### src/rtl/weight_denorm.sv
// Sequential de-normalizer: rebuilds full-scale weights as (n * scale) >>> FRAC,
// one element per cycle through a single shared multiplier with saturation.
module weight_denorm #(
  parameter int FRAC = 13,
  parameter int W    = 26,
  parameter int SW   = 30
) (
  input  logic                 clk_denorm,
  input  logic                 rst_n_denorm,
  input  logic                 start_denorm,
  input  logic signed [SW-1:0] scale_in,
  input  logic signed [W-1:0]  n_in11,
  input  logic signed [W-1:0]  n_in12,
  input  logic signed [W-1:0]  n_in13,
  input  logic signed [W-1:0]  n_in14,
  input  logic signed [W-1:0]  n_in21,
  input  logic signed [W-1:0]  n_in22,
  input  logic signed [W-1:0]  n_in23,
  input  logic signed [W-1:0]  n_in24,
  input  logic signed [W-1:0]  n_in31,
  input  logic signed [W-1:0]  n_in32,
  input  logic signed [W-1:0]  n_in33,
  input  logic signed [W-1:0]  n_in34,
  input  logic signed [W-1:0]  n_in41,
  input  logic signed [W-1:0]  n_in42,
  input  logic signed [W-1:0]  n_in43,
  input  logic signed [W-1:0]  n_in44,
  output logic signed [W-1:0]  w_out11,
  output logic signed [W-1:0]  w_out12,
  output logic signed [W-1:0]  w_out13,
  output logic signed [W-1:0]  w_out14,
  output logic signed [W-1:0]  w_out21,
  output logic signed [W-1:0]  w_out22,
  output logic signed [W-1:0]  w_out23,
  output logic signed [W-1:0]  w_out24,
  output logic signed [W-1:0]  w_out31,
  output logic signed [W-1:0]  w_out32,
  output logic signed [W-1:0]  w_out33,
  output logic signed [W-1:0]  w_out34,
  output logic signed [W-1:0]  w_out41,
  output logic signed [W-1:0]  w_out42,
  output logic signed [W-1:0]  w_out43,
  output logic signed [W-1:0]  w_out44,
  output logic                 busy,
  output logic                 done,
  output logic                 sat
);

  localparam int PW = W + SW;

  typedef enum logic {IDLE = 1'b0, RUN = 1'b1} state_t;

  state_t                state_reg, state_next;
  logic [3:0]            idx_reg, idx_next;
  logic                  done_reg, done_next;
  logic                  sat_reg, sat_next;
  logic                  capture, write_en;
  logic signed [SW-1:0]  scale_reg;
  logic signed [W-1:0]   n_vec [16];
  logic signed [W-1:0]   n_sh_reg [16];
  logic signed [W-1:0]   w_reg [16];

  logic signed [W-1:0]   n_cur;
  logic signed [PW-1:0]  prod;
  logic signed [PW-1:0]  shifted;
  logic                  clip_hi, clip_lo, clip;
  logic signed [W-1:0]   res;

  // Row-major flattening of the matrix ports
  assign n_vec[0]  = n_in11;
  assign n_vec[1]  = n_in12;
  assign n_vec[2]  = n_in13;
  assign n_vec[3]  = n_in14;
  assign n_vec[4]  = n_in21;
  assign n_vec[5]  = n_in22;
  assign n_vec[6]  = n_in23;
  assign n_vec[7]  = n_in24;
  assign n_vec[8]  = n_in31;
  assign n_vec[9]  = n_in32;
  assign n_vec[10] = n_in33;
  assign n_vec[11] = n_in34;
  assign n_vec[12] = n_in41;
  assign n_vec[13] = n_in42;
  assign n_vec[14] = n_in43;
  assign n_vec[15] = n_in44;

  assign w_out11 = w_reg[0];
  assign w_out12 = w_reg[1];
  assign w_out13 = w_reg[2];
  assign w_out14 = w_reg[3];
  assign w_out21 = w_reg[4];
  assign w_out22 = w_reg[5];
  assign w_out23 = w_reg[6];
  assign w_out24 = w_reg[7];
  assign w_out31 = w_reg[8];
  assign w_out32 = w_reg[9];
  assign w_out33 = w_reg[10];
  assign w_out34 = w_reg[11];
  assign w_out41 = w_reg[12];
  assign w_out42 = w_reg[13];
  assign w_out43 = w_reg[14];
  assign w_out44 = w_reg[15];

  assign busy = (state_reg == RUN);
  assign done = done_reg;
  assign sat  = sat_reg;

  // Full-width signed product; the arithmetic shift floors toward -inf
  assign n_cur   = n_sh_reg[idx_reg];
  assign prod    = $signed({{SW{n_cur[W-1]}}, n_cur}) * $signed({{W{scale_reg[SW-1]}}, scale_reg});
  assign shifted = prod >>> FRAC;

  // Fits in W bits only when every bit above the W-bit sign matches it
  assign clip_hi = !shifted[PW-1] && (|shifted[PW-2:W-1]);
  assign clip_lo =  shifted[PW-1] && !(&shifted[PW-2:W-1]);
  assign clip    = clip_hi || clip_lo;

  always_comb begin
    res = shifted[W-1:0];
    if (clip_hi) begin
      res = {1'b0, {(W-1){1'b1}}};
    end else if (clip_lo) begin
      res = {1'b1, {(W-1){1'b0}}};
    end
  end

  always_comb begin
    state_next = state_reg;
    idx_next   = idx_reg;
    done_next  = 1'b0;
    sat_next   = sat_reg;
    capture    = 1'b0;
    write_en   = 1'b0;
    case (state_reg)
      IDLE: begin
        if (start_denorm) begin
          capture    = 1'b1;
          sat_next   = 1'b0;
          idx_next   = 4'd0;
          state_next = RUN;
        end
      end
      RUN: begin
        write_en = 1'b1;
        sat_next = sat_reg | clip;
        idx_next = idx_reg + 4'd1;
        if (idx_reg == 4'd15) begin
          done_next  = 1'b1;
          state_next = IDLE;
        end
      end
      default: state_next = IDLE;
    endcase
  end

  always_ff @(posedge clk_denorm or negedge rst_n_denorm) begin
    if (!rst_n_denorm) begin
      state_reg <= IDLE;
      idx_reg   <= 4'd0;
      done_reg  <= 1'b0;
      sat_reg   <= 1'b0;
      scale_reg <= '0;
    end else begin
      state_reg <= state_next;
      idx_reg   <= idx_next;
      done_reg  <= done_next;
      sat_reg   <= sat_next;
      if (capture) begin
        scale_reg <= scale_in;
      end
    end
  end

  // Shadow copies decouple the job from input changes after the capture edge
  always_ff @(posedge clk_denorm or negedge rst_n_denorm) begin
    if (!rst_n_denorm) begin
      for (int i = 0; i < 16; i++) begin
        n_sh_reg[i] <= '0;
        w_reg[i]    <= '0;
      end
    end else begin
      for (int i = 0; i < 16; i++) begin
        if (capture) begin
          n_sh_reg[i] <= n_vec[i];
        end
        if (write_en && (idx_reg == 4'(i))) begin
          w_reg[i] <= res;
        end
      end
    end
  end

endmodule

### config.mk
export PLATFORM = sky130hd
export DESIGN_NAME = weight_denorm
export DESIGN_NICKNAME = d
export VERILOG_FILES = /design/src/rtl/weight_denorm.sv
export SDC_FILE = /design/constraint.sdc
export NUM_CORES = 2
export LEC_CHECK = 0
export CORE_ASPECT_RATIO = 1.75
export CORE_MARGIN = 2
export CORE_UTILIZATION = 40
export DETAILED_ROUTE_END_ITERATION = 10
export GPL_ROUTABILITY_DRIVEN = 0
export GPL_TIMING_DRIVEN = 0
export PLACE_DENSITY = 0.58
export SYNTH_ARGS = -nofsm -noshare
export SYNTH_HDL_FRONTEND = slang
export SYNTH_SLANG_ARGS = --single-unit
### constraint.sdc
create_clock -name clk_denorm -period 14.65 [get_ports clk_denorm]
set_input_delay 2.93 -clock clk_denorm [delete_from_list [all_inputs] [get_ports clk_denorm]]
set_output_delay 2.93 -clock clk_denorm [all_outputs]
set_load 0.02 [all_outputs]
Yosys cells after proc, flatten, opt, wreduce, memory -nomap -nowiden
Cells that the tools add are included.

Bits in registers: 869. Bits in latches: 0. Bits in writable memories: 0. Bits in read-only memories: 0. Word-level logic and storage cells: 99. Memories kept: 0.

Add/sub/neg operators: 1. $mul: 1. Divide/modulo/power cells: 0. $lt $le $gt $ge: 1. Equal/unequal tests: 16. Shift-type cells: 0. Multiplexer cells: 16. Bitwise logic cells: 3. Reduce and logical (&&, ||, !) cells: 24.

Operator list (count): binary-select mux 26 bit (select 4 bit) (1); 2-to-1 mux 26 bit (4); multiplier 26 x 30 -> 56 bit (1); equality test 4 bit (second input constant) (8); logical AND 1 bit (18); AND reduction 18 bit (1); OR reduction 18 bit (1); equality test 4 x 3 -> 1 bit (second input constant) (4); equality test 4 x 2 -> 1 bit (second input constant) (2); one-hot mux 4 bit (2 select lines) (1); 2-to-1 mux 1 bit (7); greater-or-equal comparator 5 bit (second input constant) (1); NOT 4 -> 5 bit (1); adder 4 x 1 -> 4 bit (second input constant) (1); equality test 4 x 1 -> 1 bit (second input constant) (1); zero test 4 bit (1); 2-to-1 mux 4 bit (1); one-hot mux 1 bit (2 select lines) (2); zero test 1 bit (2); != test 2 bit (second input constant) (1); logical OR 1 bit (1); NOT 1 bit (1); bitwise OR 1 bit (1).

Longest topological paths before layout
Word-level depth: 11. Mapped depth: 38. Mapped depth without buffers: 31.

Worst setup path after synthesis
OpenSTA, ideal clock, no wires.

Kind: reg-to-reg. From: register idx_reg[0]. To: register w_reg (netlist bit w_out44[10]). Setup time: 0.133 ns. Arrival time: 10.463 ns. Data required time: 14.517 ns. Path slack: 4.054 ns. Cell stages (with the launch flop): 33. Clock period less this slack: 10.596 ns. Path through: dfrtp_1 buf_2 buf_1 buf_1 mux4_2 mux4_2 clkbuf_1 and2_1 fa_1 fa_1 fa_1 inv_1 fa_1 inv_1 fa_1 inv_1 fa_1 inv_1 ha_1 clkbuf_1 a21oi_1 o21ai_0 a21oi_1 a2111oi_0 and3_1 a41oi_1 a21boi_0 or4bb_1 o31a_1 clkbuf_1 nor2_1 clkbuf_1 a21oi_1.

Cells in the longest elaborated chain, start to end: 10. Elaborated cells on any way between the ends: 15. Those cells by class: 1 x mul; 1 x eq/ne; 5 x mux; 1 x bitwise; 7 x reduce/logical.

Ends and longest elaborated chain: start, declared (RTL line 54) `logic [3:0] idx_reg, idx_next;`; start signal, assigned (RTL line 165) `idx_reg <= idx_next;`; NOT 4 -> 5 bit (implied by the code) (RTL line 109) `assign n_cur = n_sh_reg[idx_reg];`; binary-select mux 26 bit (select 4 bit) (RTL line 109); 2-to-1 mux 26 bit (implied by the code) (2 in a row) (RTL line 109); multiplier 26 x 30 -> 56 bit (RTL line 110) `assign prod = $signed({{SW{n_cur[W-1]}}, n_cur}) * $signed({{W{scale_reg[SW-1]}}, scale_reg});`; AND reduction 18 bit (RTL line 115) `assign clip_lo = shifted[PW-1] && !(&shifted[PW-2:W-1]);`; zero test 1 bit (RTL line 115); logical AND 1 bit (RTL line 115); 2-to-1 mux 26 bit (RTL line 122) `end else if (clip_lo) begin`; 2-to-1 mux 26 bit (RTL line 120) `if (clip_hi) begin`; end signal, assigned by index (RTL line 187) `w_reg[i] <= res;`; end, declared (RTL line 61) `logic signed [W-1:0] w_reg [16];`.

Parallel ways exist; a longest one is shown, timed or not. The select of a mux whose other input is x is not followed. A chain may end at the register's enable or synchronous reset.

Final worst setup path
From: register idx_reg[1]. To: register w_reg (netlist bit w_out44[24]).

The elaborated chain is that of the path after synthesis.

==> results_dict.tcl <==
set metrics [dict create \
    min_from "w_out22[25]" \
    fp-row-count 193 \
    clk_latency_ps 730 \
    h-tree-depth 3 \
    cp-startpoint "idx_reg[1]" \
    fin_area_sq_mm 0.07828 \
    wl_per_cell_microns 31.71 \
    synth_edf_count 0 \
    synth_top_area_share_pct 34.14 \
    fmax_mhz 71.33 \
    fill_cells 14500 \
    slew_viol_final 0 \
    vias 50550 \
    worstMarginPinSlew_ps 1391 \
    outcome "finished clean" \
    finalSetupViolations 0 \
    grt_pass1_wl_mm 401.3 \
    grt_pass1_vias 54850 \
    cap_viol_max_count 0 \
    worst_path_max_delay_cell "clkbuf_1" \
    start_kind "flip-flop" \
    cts_tree "yes" \
    drive_gt1_share_pct 12.17 \
    ys_async_sr_fraction_pct 100.0 \
    synth-seq-area-share_pct 34.14 \
    hold_viol_final 0 \
    cp-end-kind "flip-flop" \
    hold_path.class "reg2reg" \
    finClkSkew_ps 42.38 \
    path_class "reg2reg" \
    final_nets 8186 \
    antenna_found_initial 113 \
    area_delta_synth_final_pct 22.90 \
    ys.flop_type "dfrtp_1" \
    synth_seq_cells 869 \
    clkTransAtPathRegs_ps 70 \
    syn_avg_cell_area_sq_um 10.95 \
    die_h_microns 531.9 \
    instances_no_fill 8955 \
    synth_cells 5815 \
    slowest_delay_ps 960 \
    cts_resized 5 \
    critical_path_arrival_ps 14600 \
    synth_area_leaders "dfrtp_1, fa_1, mux2_2" \
    cts_buffers 84 \
    slew_headroom_pct 6.561 \
    wl_mm 284.0 \
    ios 868 \
    drt-initial-drc-count 3987 \
    die_area_sq_mm 0.1626 \
    worstPathMaxFanout 10 \
    port_buffers 867 \
    syn_area_sq_mm 0.06369 \
    rsz0062_at_grt "no" \
    period_needed_ps 14020 \
    holdBufCountCts 0 \
    cts_root_buf "clkbuf_16" \
    synth_cell_types 80 \
    required_ps 15230 \
    yosys.area.top_type "dfrtp_1" \
    multiInputGateArea_sq_mm 0.03730 \
    mostFrequentLayoutCells "dfrtp_1, clkdlybuf4s50_1, inv_1" \
    core_sq_mm 0.1582 \
    syn_nets 7223 \
    placed_cell_area_sq_mm 0.07521 \
    grt_usage_pct 35.26 \
    drc 0 \
    postCtsSetupBuffers 0 \
    die_w_microns 305.6 \
    largest_reg_flops 416 \
    r2r_start "idx_reg[1]" \
    cp_common_cell "fa_1" \
    place_inst 8739 \
    period_share_pct 95.69 \
    ys.warnings.count 0 \
    grt_max_degree 124 \
    regArea_sq_mm 0.02175 \
    via_per_inst 5.644 \
    grt_overflow 0 \
    dr.pass1.iters 6 \
    ant_nets 0 \
    cts.path.max_buffers 3 \
    start_util_pct 40.27 \
    final_common_cell "dfrtp_1" \
    hpwl_mm 228.0 \
    cts_sinks 869 \
]
-- path summary, 6_finish.rpt --
kind | slack, ps | endpoint | depth (start not counted)
max in group asynchronous | 9810 | w_out43[12] | 5
worst max register to register | 630 | w_out44[24] | 34
worst max-delay path | 630 | w_out44[24] | 34
worst min-delay path | 490 | w_out22[25] | 2
worst min register to register | 490 | w_out22[25] | 2
min in group asynchronous | 2130 | n_sh_reg[323] | 1
-- logic make-up (layout without fill, tap and decap cells) --
group / after synthesis / count (layout) / share of synthesized area [%]
and+or+nand+nor: 1471 / 1471 / 10.65
xor gates and xnor gates: 47 / 47 / 0.6463
other: 0 / 65 / 0
buffers and inverters: 1207 / 2235 / 7.351
adders and majority gates: 959 / 959 / 28.33
muxes: 593 / 593 / 12.71
DFF: 869 / 869 / 34.14
AOI/OAI and AO/OA: 669 / 669 / 6.178
-- worst max-delay path: cells and delay by family (launching register included) --
kind            cells  cell delay, ps
flops               1             380
simple gates        4            1760
buf+inv            12            3950
fa+ha+maj           8            4460
compound gates      8            2260
mux                 2            1030
-- synthesized netlist by cell type, types with 14 or more instances --
| cell | n |
|---|---|
| xor2_1 | 14 |
| a21oi_1 | 430 |
| nor2_1 | 438 |
| buf_1 | 24 |
| clkbuf_1 | 298 |
| mux2_2 | 454 |
| dfrtp_1 | 869 |
| nand4_1 | 29 |
| nand3_1 | 18 |
| and2_1 | 337 |
| inv_1 | 836 |
| o22a_1 | 48 |
| xnor2_1 | 33 |
| buf_2 | 28 |
| ha_1 | 154 |
| mux4_2 | 127 |
| o21ai_0 | 71 |
| fa_1 | 805 |
| nand2_1 | 555 |
-- metrics by stage --
step                util, %  TNS [ps]  hold WS [ps]  worst slack [ps]
global placement      47.37         -         462.5            -29680
CTS                   49.37         0         492.2             29.83
global route          49.47         0         507.0             10.95
finish                49.49         0         488.0             631.2
floorplan                 -         0         475.2              4054
detailed placement    47.55     -6442         474.4            -167.2
-- cell type report --
type	instances	area share (%)
inverter	837	4.014
antenna	65	0.2078
tap	2047	3.272
timing repair buffer	877	11.41
sequential	869	27.78
buffer	370	2.003
clock inverter	31	0.5339
multi-input combinational	3739	47.65
clock buffer	120	3.130
-- layer usage --
metal	global-route usage (%)	vias up	wire, microns
met5	0	-	462
met4	30.76	68	30380
met3	11.69	1040	27000
met2	57.94	2690	135800
met1	35.83	26290	90350
li1	-	20460	-
Power is not shown: default switching activity piles up to over one toggle a cycle in this logic, so the estimate is an artifact.
